--- src/rtl/ro_puf_pkg.sv ---
// Shared types and defaults for the RO-PUF front end: pair-selector state encoding
// plus the default bank size and settle time.
package ro_puf_pkg;

    typedef enum logic [1:0] {
        ST_IDLE   = 2'd0,
        ST_SETTLE = 2'd1,
        ST_ACTIVE = 2'd2
    } ro_state_e;

    localparam int DEF_N_RO          = 16;
    localparam int DEF_SETTLE_CYCLES = 4;

    // Bits needed to hold values 0..v-1; at least 1.
    function automatic int ro_clog2(input int v);
        int r;
        r = 0;
        while ((1 << r) < v) r++;
        return (r < 1) ? 1 : r;
    endfunction

endpackage

--- src/rtl/ro_mux_n.sv ---
// N:1 combinational oscillator mux; an index with no matching input yields 0 so a
// non-power-of-two bank never produces X on the unused codes.
module ro_mux_n #(
    parameter int N_RO  = 16,
    parameter int SEL_W = $clog2(N_RO)
) (
    input  logic [N_RO-1:0]  ro_i,
    input  logic [SEL_W-1:0] sel_i,
    output logic             ro_o
);

    always_comb begin
        ro_o = 1'b0;
        for (int i = 0; i < N_RO; i++) begin
            if (sel_i == SEL_W'(i)) ro_o = ro_i[i];
        end
    end

endmodule

--- src/rtl/ro_pair_selector.sv ---
// Picks two distinct ring oscillators per challenge; gates both outputs low while the
// selects change and opens them, with pair_valid, once the mux has settled.
module ro_pair_selector
    import ro_puf_pkg::*;
#(
    parameter int N_RO          = DEF_N_RO,
    parameter int SEL_W         = $clog2(N_RO),
    parameter int SETTLE_CYCLES = DEF_SETTLE_CYCLES
) (
    input  logic             clk,
    input  logic             rst_n,
    input  logic [N_RO-1:0]  ro_in,
    input  logic             req_valid,
    output logic             req_ready,
    input  logic [SEL_W-1:0] req_sel_a,
    input  logic [SEL_W-1:0] req_sel_b,
    input  logic             release_i,
    output logic             ro_a_out,
    output logic             ro_b_out,
    output logic             pair_valid,
    output logic             sel_err
);

    localparam int              CNT_W    = ro_clog2(SETTLE_CYCLES + 1);
    localparam logic [CNT_W-1:0] CNT_LOAD = CNT_W'(SETTLE_CYCLES - 1);

    ro_state_e        state_q;
    logic [SEL_W-1:0] sel_a_q;
    logic [SEL_W-1:0] sel_b_q;
    logic [CNT_W-1:0] cnt_q;
    logic             gate_en_q;
    logic             pair_valid_q;
    logic             sel_err_q;
    logic             req_bad;
    logic             mux_a;
    logic             mux_b;

    assign req_ready = (state_q == ST_IDLE);
    assign req_bad   = (req_sel_a == req_sel_b)
                     || (32'(req_sel_a) >= 32'(N_RO))
                     || (32'(req_sel_b) >= 32'(N_RO));

    // Selects only move in IDLE, while gate_en_q is already low.
    always_ff @(posedge clk or negedge rst_n) begin
        if (!rst_n) begin
            state_q      <= ST_IDLE;
            sel_a_q      <= '0;
            sel_b_q      <= '0;
            cnt_q        <= '0;
            gate_en_q    <= 1'b0;
            pair_valid_q <= 1'b0;
            sel_err_q    <= 1'b0;
        end else begin
            sel_err_q <= 1'b0;
            case (state_q)
                ST_IDLE: begin
                    gate_en_q    <= 1'b0;
                    pair_valid_q <= 1'b0;
                    if (req_valid) begin
                        if (req_bad) begin
                            sel_err_q <= 1'b1;
                        end else begin
                            sel_a_q <= req_sel_a;
                            sel_b_q <= req_sel_b;
                            cnt_q   <= CNT_LOAD;
                            state_q <= ST_SETTLE;
                        end
                    end
                end
                ST_SETTLE: begin
                    if (cnt_q == '0) state_q <= ST_ACTIVE;
                    else             cnt_q   <= cnt_q - CNT_W'(1);
                end
                // Gates open one edge after entering ACTIVE, giving SETTLE_CYCLES+1
                // cycles from the accepting edge to pair_valid.
                ST_ACTIVE: begin
                    if (release_i) begin
                        state_q      <= ST_IDLE;
                        gate_en_q    <= 1'b0;
                        pair_valid_q <= 1'b0;
                    end else begin
                        gate_en_q    <= 1'b1;
                        pair_valid_q <= 1'b1;
                    end
                end
                default: begin
                    state_q      <= ST_IDLE;
                    gate_en_q    <= 1'b0;
                    pair_valid_q <= 1'b0;
                end
            endcase
        end
    end

    ro_mux_n #(.N_RO(N_RO), .SEL_W(SEL_W)) u_mux_a (
        .ro_i  (ro_in),
        .sel_i (sel_a_q),
        .ro_o  (mux_a)
    );

    ro_mux_n #(.N_RO(N_RO), .SEL_W(SEL_W)) u_mux_b (
        .ro_i  (ro_in),
        .sel_i (sel_b_q),
        .ro_o  (mux_b)
    );

    assign ro_a_out   = mux_a & gate_en_q;
    assign ro_b_out   = mux_b & gate_en_q;
    assign pair_valid = pair_valid_q;
    assign sel_err    = sel_err_q;

endmodule

--- config.mk ---
export PLATFORM = sky130hd
export DESIGN_NAME = ro_pair_selector
export DESIGN_NICKNAME = d
export VERILOG_FILES = /design/src/rtl/ro_puf_pkg.sv /design/src/rtl/ro_mux_n.sv /design/src/rtl/ro_pair_selector.sv
export SDC_FILE = /design/constraint.sdc
export NUM_CORES = 1
export LEC_CHECK = 0
export CAP_MARGIN = 10
export CORE_UTILIZATION = 49
export CTS_CLUSTER_SIZE = 8
export DETAILED_ROUTE_END_ITERATION = 8
export PLACE_DENSITY = 0.91
export SLEW_MARGIN = 20
export SYNTH_ARGS = -nofsm -noshare
export SYNTH_HDL_FRONTEND = slang
export SYNTH_SLANG_ARGS = --single-unit
--- constraint.sdc ---
create_clock -name clk -period 4.3 [get_ports clk]
set_clock_uncertainty 0.15 [all_clocks]
set_input_delay 1.29 -clock clk [delete_from_list [all_inputs] [get_ports clk]]
set_output_delay 1.29 -clock clk [all_outputs]
set_load 0.05 [all_outputs]
Yosys cells after proc, flatten, opt, wreduce, memory -nomap -nowiden. Index checks and enable logic that the tools add are counted.

Flip-flop bits (word level): 15. Output and inout port bits: 5.

Add/sub/neg operators: 1. Eq/ne operators: 38. Muxes and demuxes: 46. Bitwise logic cells: 3. Reductions and logical operators: 8.

Operator list (number): 4-bit equality test, second input constant (16); 1-bit 2-to-1 mux (36); 4-bit by 3-bit equality test with 1-bit output, second input constant (8); 4-bit by 2-bit equality test with 1-bit output, second input constant (4); 2-bit inequality test, second input constant (5); 3-bit 2-to-1 mux (3); 4-bit by 1-bit equality test with 1-bit output, second input constant (2); 4-bit logical NOT (2); 2-bit 2-to-1 mux (4); 4-bit AND reduction (2); 2-bit one-hot mux with 3 select lines (1); 3-bit one-hot mux with 2 select lines (1); 4-bit equality test (1); 3-bit logical NOT (1); 3-bit AND reduction (1); 3-bit by 1-bit subtractor with 3-bit output, second input constant (1); 1-bit bitwise AND (2); 2-bit by 1-bit equality test with 1-bit output, second input constant (1); 2-bit equality test, second input constant (1); 2-bit logical NOT (1); 1-bit one-hot mux with 2 select lines (1); 2-bit nonzero test (1); 1-bit NOT (1).

Logic depth before layout (Yosys ltp).
Depth after elaboration: 18. Depth in mapped cells: 6. Depth with buffers taken out: 6.

By module. A second synthesis with hierarchy kept.

Cell total of the unflattened synthesis: 90. Area total of the unflattened synthesis: 1056.0 µm².

By module, submodules not included: ro_pair_selector (times used 1, cells each 58, area each 715.7 µm², seq. area each 375.4 µm²); ro_mux_n (times used 2, cells each 16, area each 170.2 µm², seq. area each 0.0 µm²).

Least setup slack after synthesis. Ideal clock, no wire load.

Path type: input -> output. Start: input ro_in[11]. End: output ro_b_out. Data arrival time: 2793 ps. Path slack: 67 ps. Cell stages on the path: 4. Cells stage by stage: mux2_2 a22oi_1 o2111a_1 nor3_1.

Cells in the longest elaborated chain, start to end: 6.

Ends and longest elaborated chain: from (decl) (RTL line ro_pair_selector.sv:12) `input logic [N_RO-1:0] ro_in,`; 1-bit 2-to-1 mux (5 in a row) (RTL line ro_mux_n.sv:15) `if (sel_i == SEL_W'(i)) ro_o = ro_i[i];`; 1-bit bitwise AND (RTL line ro_pair_selector.sv:108) `assign ro_b_out = mux_b & gate_en_q;`; to (decl) (RTL line ro_pair_selector.sv:19) `output logic ro_b_out,`.

Every way passes these cells.

Worst setup path after layout.
Start: input ro_in[15]. End: output ro_b_out.

Cells in the longest elaborated chain, start to end: 2.

Ends and longest elaborated chain (RTL line): 1-bit 2-to-1 mux (ro_mux_n.sv:15); 1-bit bitwise AND (ro_pair_selector.sv:108).

Every way passes these cells.

==> PnR_summary.wiki <==
{| class="wikitable"
! Metric !! Value
|-
| Outcome || complete, no violations
|-
| Worst Setup Start Kind || primary input
|-
| Post-detailed-routing wire length || 2400 um
|-
| Setup ws final || 0.138 ns
|-
| Layout net count || 154
|-
| Clock sink total || 15
|-
| Highest achievable clock rate || 240 MHz
|-
| Area of all placed cells without fillers || 1350 um2
|-
| Largest net degree at the start of global routing || 16
|-
| Violation count after the first detailed-route iteration || 13
|-
| Crit. Startpoint || ro_in[15]
|-
| Area of the die || 2260 um2
|-
| Share of flip-flops with an asynchronous set or reset after synthesis || 100%
|-
| Number of iterations in the first detailed-routing pass || 4
|-
| GPL Wtd Cong || 0.773
|-
| Top cells by instance count after synthesis || 15 x sky130_fd_sc_hd__dfrtp_1, 10 x sky130_fd_sc_hd__mux2_2, 8 x sky130_fd_sc_hd__nand2_1
|-
| Delay of the slowest cell on the worst path || 0.49 ns
|-
| Total power consumption of the routed design || 0.000802 W
|-
| Io pins || 33
|-
| Average via count per standard cell || 5.78
|-
| Synth top area cells || sky130_fd_sc_hd__dfrtp_1 37%, sky130_fd_sc_hd__mux2_2 11%, sky130_fd_sc_hd__mux4_2 6.6%
|-
| Register cell area after layout || 375 um2
|-
| Clock tree from TritonCTS || built
|-
| Vias after detailed routing || 867
|-
| Classification of the worst-slack hold path || flop to flop
|-
| Master of the slowest instance on the critical path || sky130_fd_sc_hd__mux4_2
|-
| CP Cell Sequence || clkdlybuf4s50_1 -> mux4_2 -> o21ai_0 -> nor3_1 -> buf_4
|-
| Synthesized cell area || 1020 um2
|-
| Initial core utilization || 51.8%
|-
| Residual antenna-violating net count after detailed routing || 0
|-
| Number of distinct library cells after synthesis || 35
|-
| Endpoint type of the worst setup path || primary output
|-
| Placed Cells || 146
|-
| Count of buffers from port buffering || 32
|-
| Std-Cell Rows || 16
|-
| Pre-CTS setup slack || -0.0852 ns
|-
| Final count of negative-setup-slack endpoints || 0
|-
| Clk Tree Root Cell || sky130_fd_sc_hd__clkbuf_4
|-
| Area of the core || 1960 um2
|-
| P_leak || 0.560 nW
|-
| Start-to-end type of the worst setup path || primary input to primary output
|-
| Cell count of the worst reg-to-reg path || 3
|-
| Primary flip-flop cell chosen by synthesis mapping || sky130_fd_sc_hd__dfrtp_1
|-
| GRT Resource Usage Total || 22.1%
|-
| Syn_nets || 122
|-
| Worst IR Drop VDD || 0.000429 V
|-
| Die boundary height || 47.6 um
|-
| Worst reg2reg endpoint || sel_a_q[3]$_DFFE_PN0P_
|-
| Number of enable-type register cells in the synthesized netlist || 0
|-
| Largest area contributor in the synthesized netlist || sky130_fd_sc_hd__dfrtp_1
|-
| Multi-input logic area || 591 um2
|-
| Unrepaired setup endpoints after global routing || no
|-
| Layout overhead on the synthesized area || 32.7%
|-
| Final hold viol count || 0
|-
| Number of antenna violations at the first check in global routing || 0
|-
| Number of max-cap violations || 0
|-
| Arrival time worst endpoint || 2.72 ns
|-
| Number of buffers on the longest clock path || 2
|-
| Share of the yosys chip area belonging to registers || 36.9%
|-
| Transition time of the tightest slew-check pin || 0.670 ns
|-
| Wire length of the first global-routing pass || 3410 um
|-
| Sum of buffers and inverters on the critical path || 2
|-
| CP delay by family, top || buffers and inverters
|-
| Dpl cell area || 1330 um2
|-
| Routed wirelength normalized by instance count || 16.0 um
|-
| Die span in x || 47.6 um
|-
| Clock network latency to the later pin of the worst-skew pair || 0.29 ns
|-
| Most instantiated library cell after synthesis || sky130_fd_sc_hd__dfrtp_1
|-
| Total congestion overflow after global routing || 0
|-
| Fraction of final layout cells with drive strength greater than 1 || 17.9%
|-
| Number of buffers added by the clock tree synthesis step || 3
|-
| Power density over the cells || 594 nW/um2
|-
| Min cycle time layout || 4.16 ns
|-
| Source of the worst register-to-register timing path || state_q[0]$_DFFE_PN0P_
|-
| Total half-perimeter wirelength after legalization and detailed placement || 1920 um
|-
| Cell count after synthesis || 92
|-
| Number of antenna repair diodes || 0
|-
| Termination of the worst setup path || ro_b_out
|-
| Clock slew seen by the registers of the worst setup and hold paths || 0.09 ns
|-
| Relative max-transition margin || 55.2%
|-
| Synthesized flop and latch total || 15
|-
| Critical path depth || 5
|-
| Number of non-filler instances in the completed layout || 150
|-
| Syn Area/Cell || 11.1 um2
|-
| Final Cycle Share || 96.8%
|-
| Syn. warnings || 0
|-
| Via count of the first global-routing pass || 851
|-
| Proportion of netlist area held by the largest area contributor || 36.9%
|-
| Maximum fanout count along the critical path || 3
|-
| Register-to-Register Setup Slack || 2.54 ns
|-
| Slew Viols, Final || 0
|-
| Maximum level of the CTS H-tree || 1
|-
| Filler instances || 176
|-
| # DRC || 0
|-
| Required @ worst endpoint || 2.86 ns
|}
## cells in the final DEF (no fill, tap or decap), types with 3 or more instances in the layout
master,n
sky130_fd_sc_hd__dfrtp_1,15
sky130_fd_sc_hd__clkbuf_4,3
sky130_fd_sc_hd__dlygate4sd2_1,8
sky130_fd_sc_hd__mux2_2,9
sky130_fd_sc_hd__mux4_2,5
sky130_fd_sc_hd__nand2b_1,4
sky130_fd_sc_hd__nor2_1,4
sky130_fd_sc_hd__o21ai_0,4
sky130_fd_sc_hd__inv_1,4
sky130_fd_sc_hd__nand2_1,8
sky130_fd_sc_hd__xnor2_1,4
sky130_fd_sc_hd__clkdlybuf4s50_1,22
## registers in the layout (all words and copies together), names as in the netlist
name        cells
sel_a_q         4
sel_b_q         4
cnt_q           3
state_q         2
pair_valid      1
sel_err         1
## per-layer routing
metal / wire length, um / GRT usage [%] / part of all wire [%]
met5: 0 / 0 / 0
met2: 1280 / 43.0 / 53
met4: 57 / 12.2 / 2.4
met3: 126 / 2.26 / 5.2
met1: 934 / 22.8 / 39
## worst min path at each step
stage | start | endpoint | slack [ns] | cells after the start
3_5_place_dp | cnt_q[0]$_DFFE_PN0P_ | cnt_q[0]$_DFFE_PN0P_ | 0.36 | 1
4_1_cts | cnt_q[0]$_DFFE_PN0P_ | cnt_q[0]$_DFFE_PN0P_ | 0.38 | 1
5_1_grt | cnt_q[0]$_DFFE_PN0P_ | cnt_q[0]$_DFFE_PN0P_ | 0.41 | 1
2_1_floorplan | cnt_q[0]$_DFFE_PN0P_ | cnt_q[0]$_DFFE_PN0P_ | 0.34 | 1
6_report | cnt_q[0]$_DFFE_PN0P_ | cnt_q[0]$_DFFE_PN0P_ | 0.38 | 1
3_3_place_gp | cnt_q[0]$_DFFE_PN0P_ | cnt_q[0]$_DFFE_PN0P_ | 0.35 | 1
## cell type report
type                    instances  share of cell area, %
flip-flops and latches         15                   27.8
clock buffers                   4                   1.95
repair buffers                 32                   22.9
multi-input cells              68                   43.7
well taps                      27                   2.50
inverters                       4                   1.11
## through the flow
step                utilization (%)  hold WS (ns)  TNS (ns)
floorplan                         -         0.335         0
global placement               68.0         0.349   -0.0412
detailed placement             68.0         0.361   -0.0852
CTS                            68.8         0.380         0
global route                   68.8         0.409         0
finish                         68.8         0.378         0
## logic make-up after synthesis
| group | after synthesis | share of synthesized area, % |
|---|---|---|
| AO/OA/AOI/OAI | 18 | 13.8 |
| adder cells (fa/ha/maj) | 2 | 2.46 |
| XOR/XNOR | 4 | 3.44 |
| buffers and inverters | 9 | 4.67 |
| flip-flops | 15 | 36.9 |
| multiplexers | 17 | 24.8 |
| AND/OR/NAND/NOR | 27 | 13.9 |
## worst register-to-register path, delay by kind of cell (launching register included)
family	cells	cell delay, ns
AND/OR/NAND/NOR	1	0.40
flip-flops	1	0.40
multiplexers	1	0.33
AO/OA/AOI/OAI	1	0.37
## power by group
group / internal (W) / switching, W / total (W) / leakage, nW
Combinational: 0.000229 / 0.000184 / 0.000413 / 0.363
Sequential: 0.000205 / 0.000102 / 0.000307 / 0.182
Clock: 0.0000361 / 0.0000466 / 0.0000827 / 0.0150
Total: 0.000469 / 0.000333 / 0.000802 / 0.560
## what timing repair did
item / in CTS / in global routing
endpoints found under the setup margin: 2 / 0
resized for setup: 12 / 0
hold buffers: 0 / 0
setup buffers: 0 / 0
(Power assumes the default switching activity.)
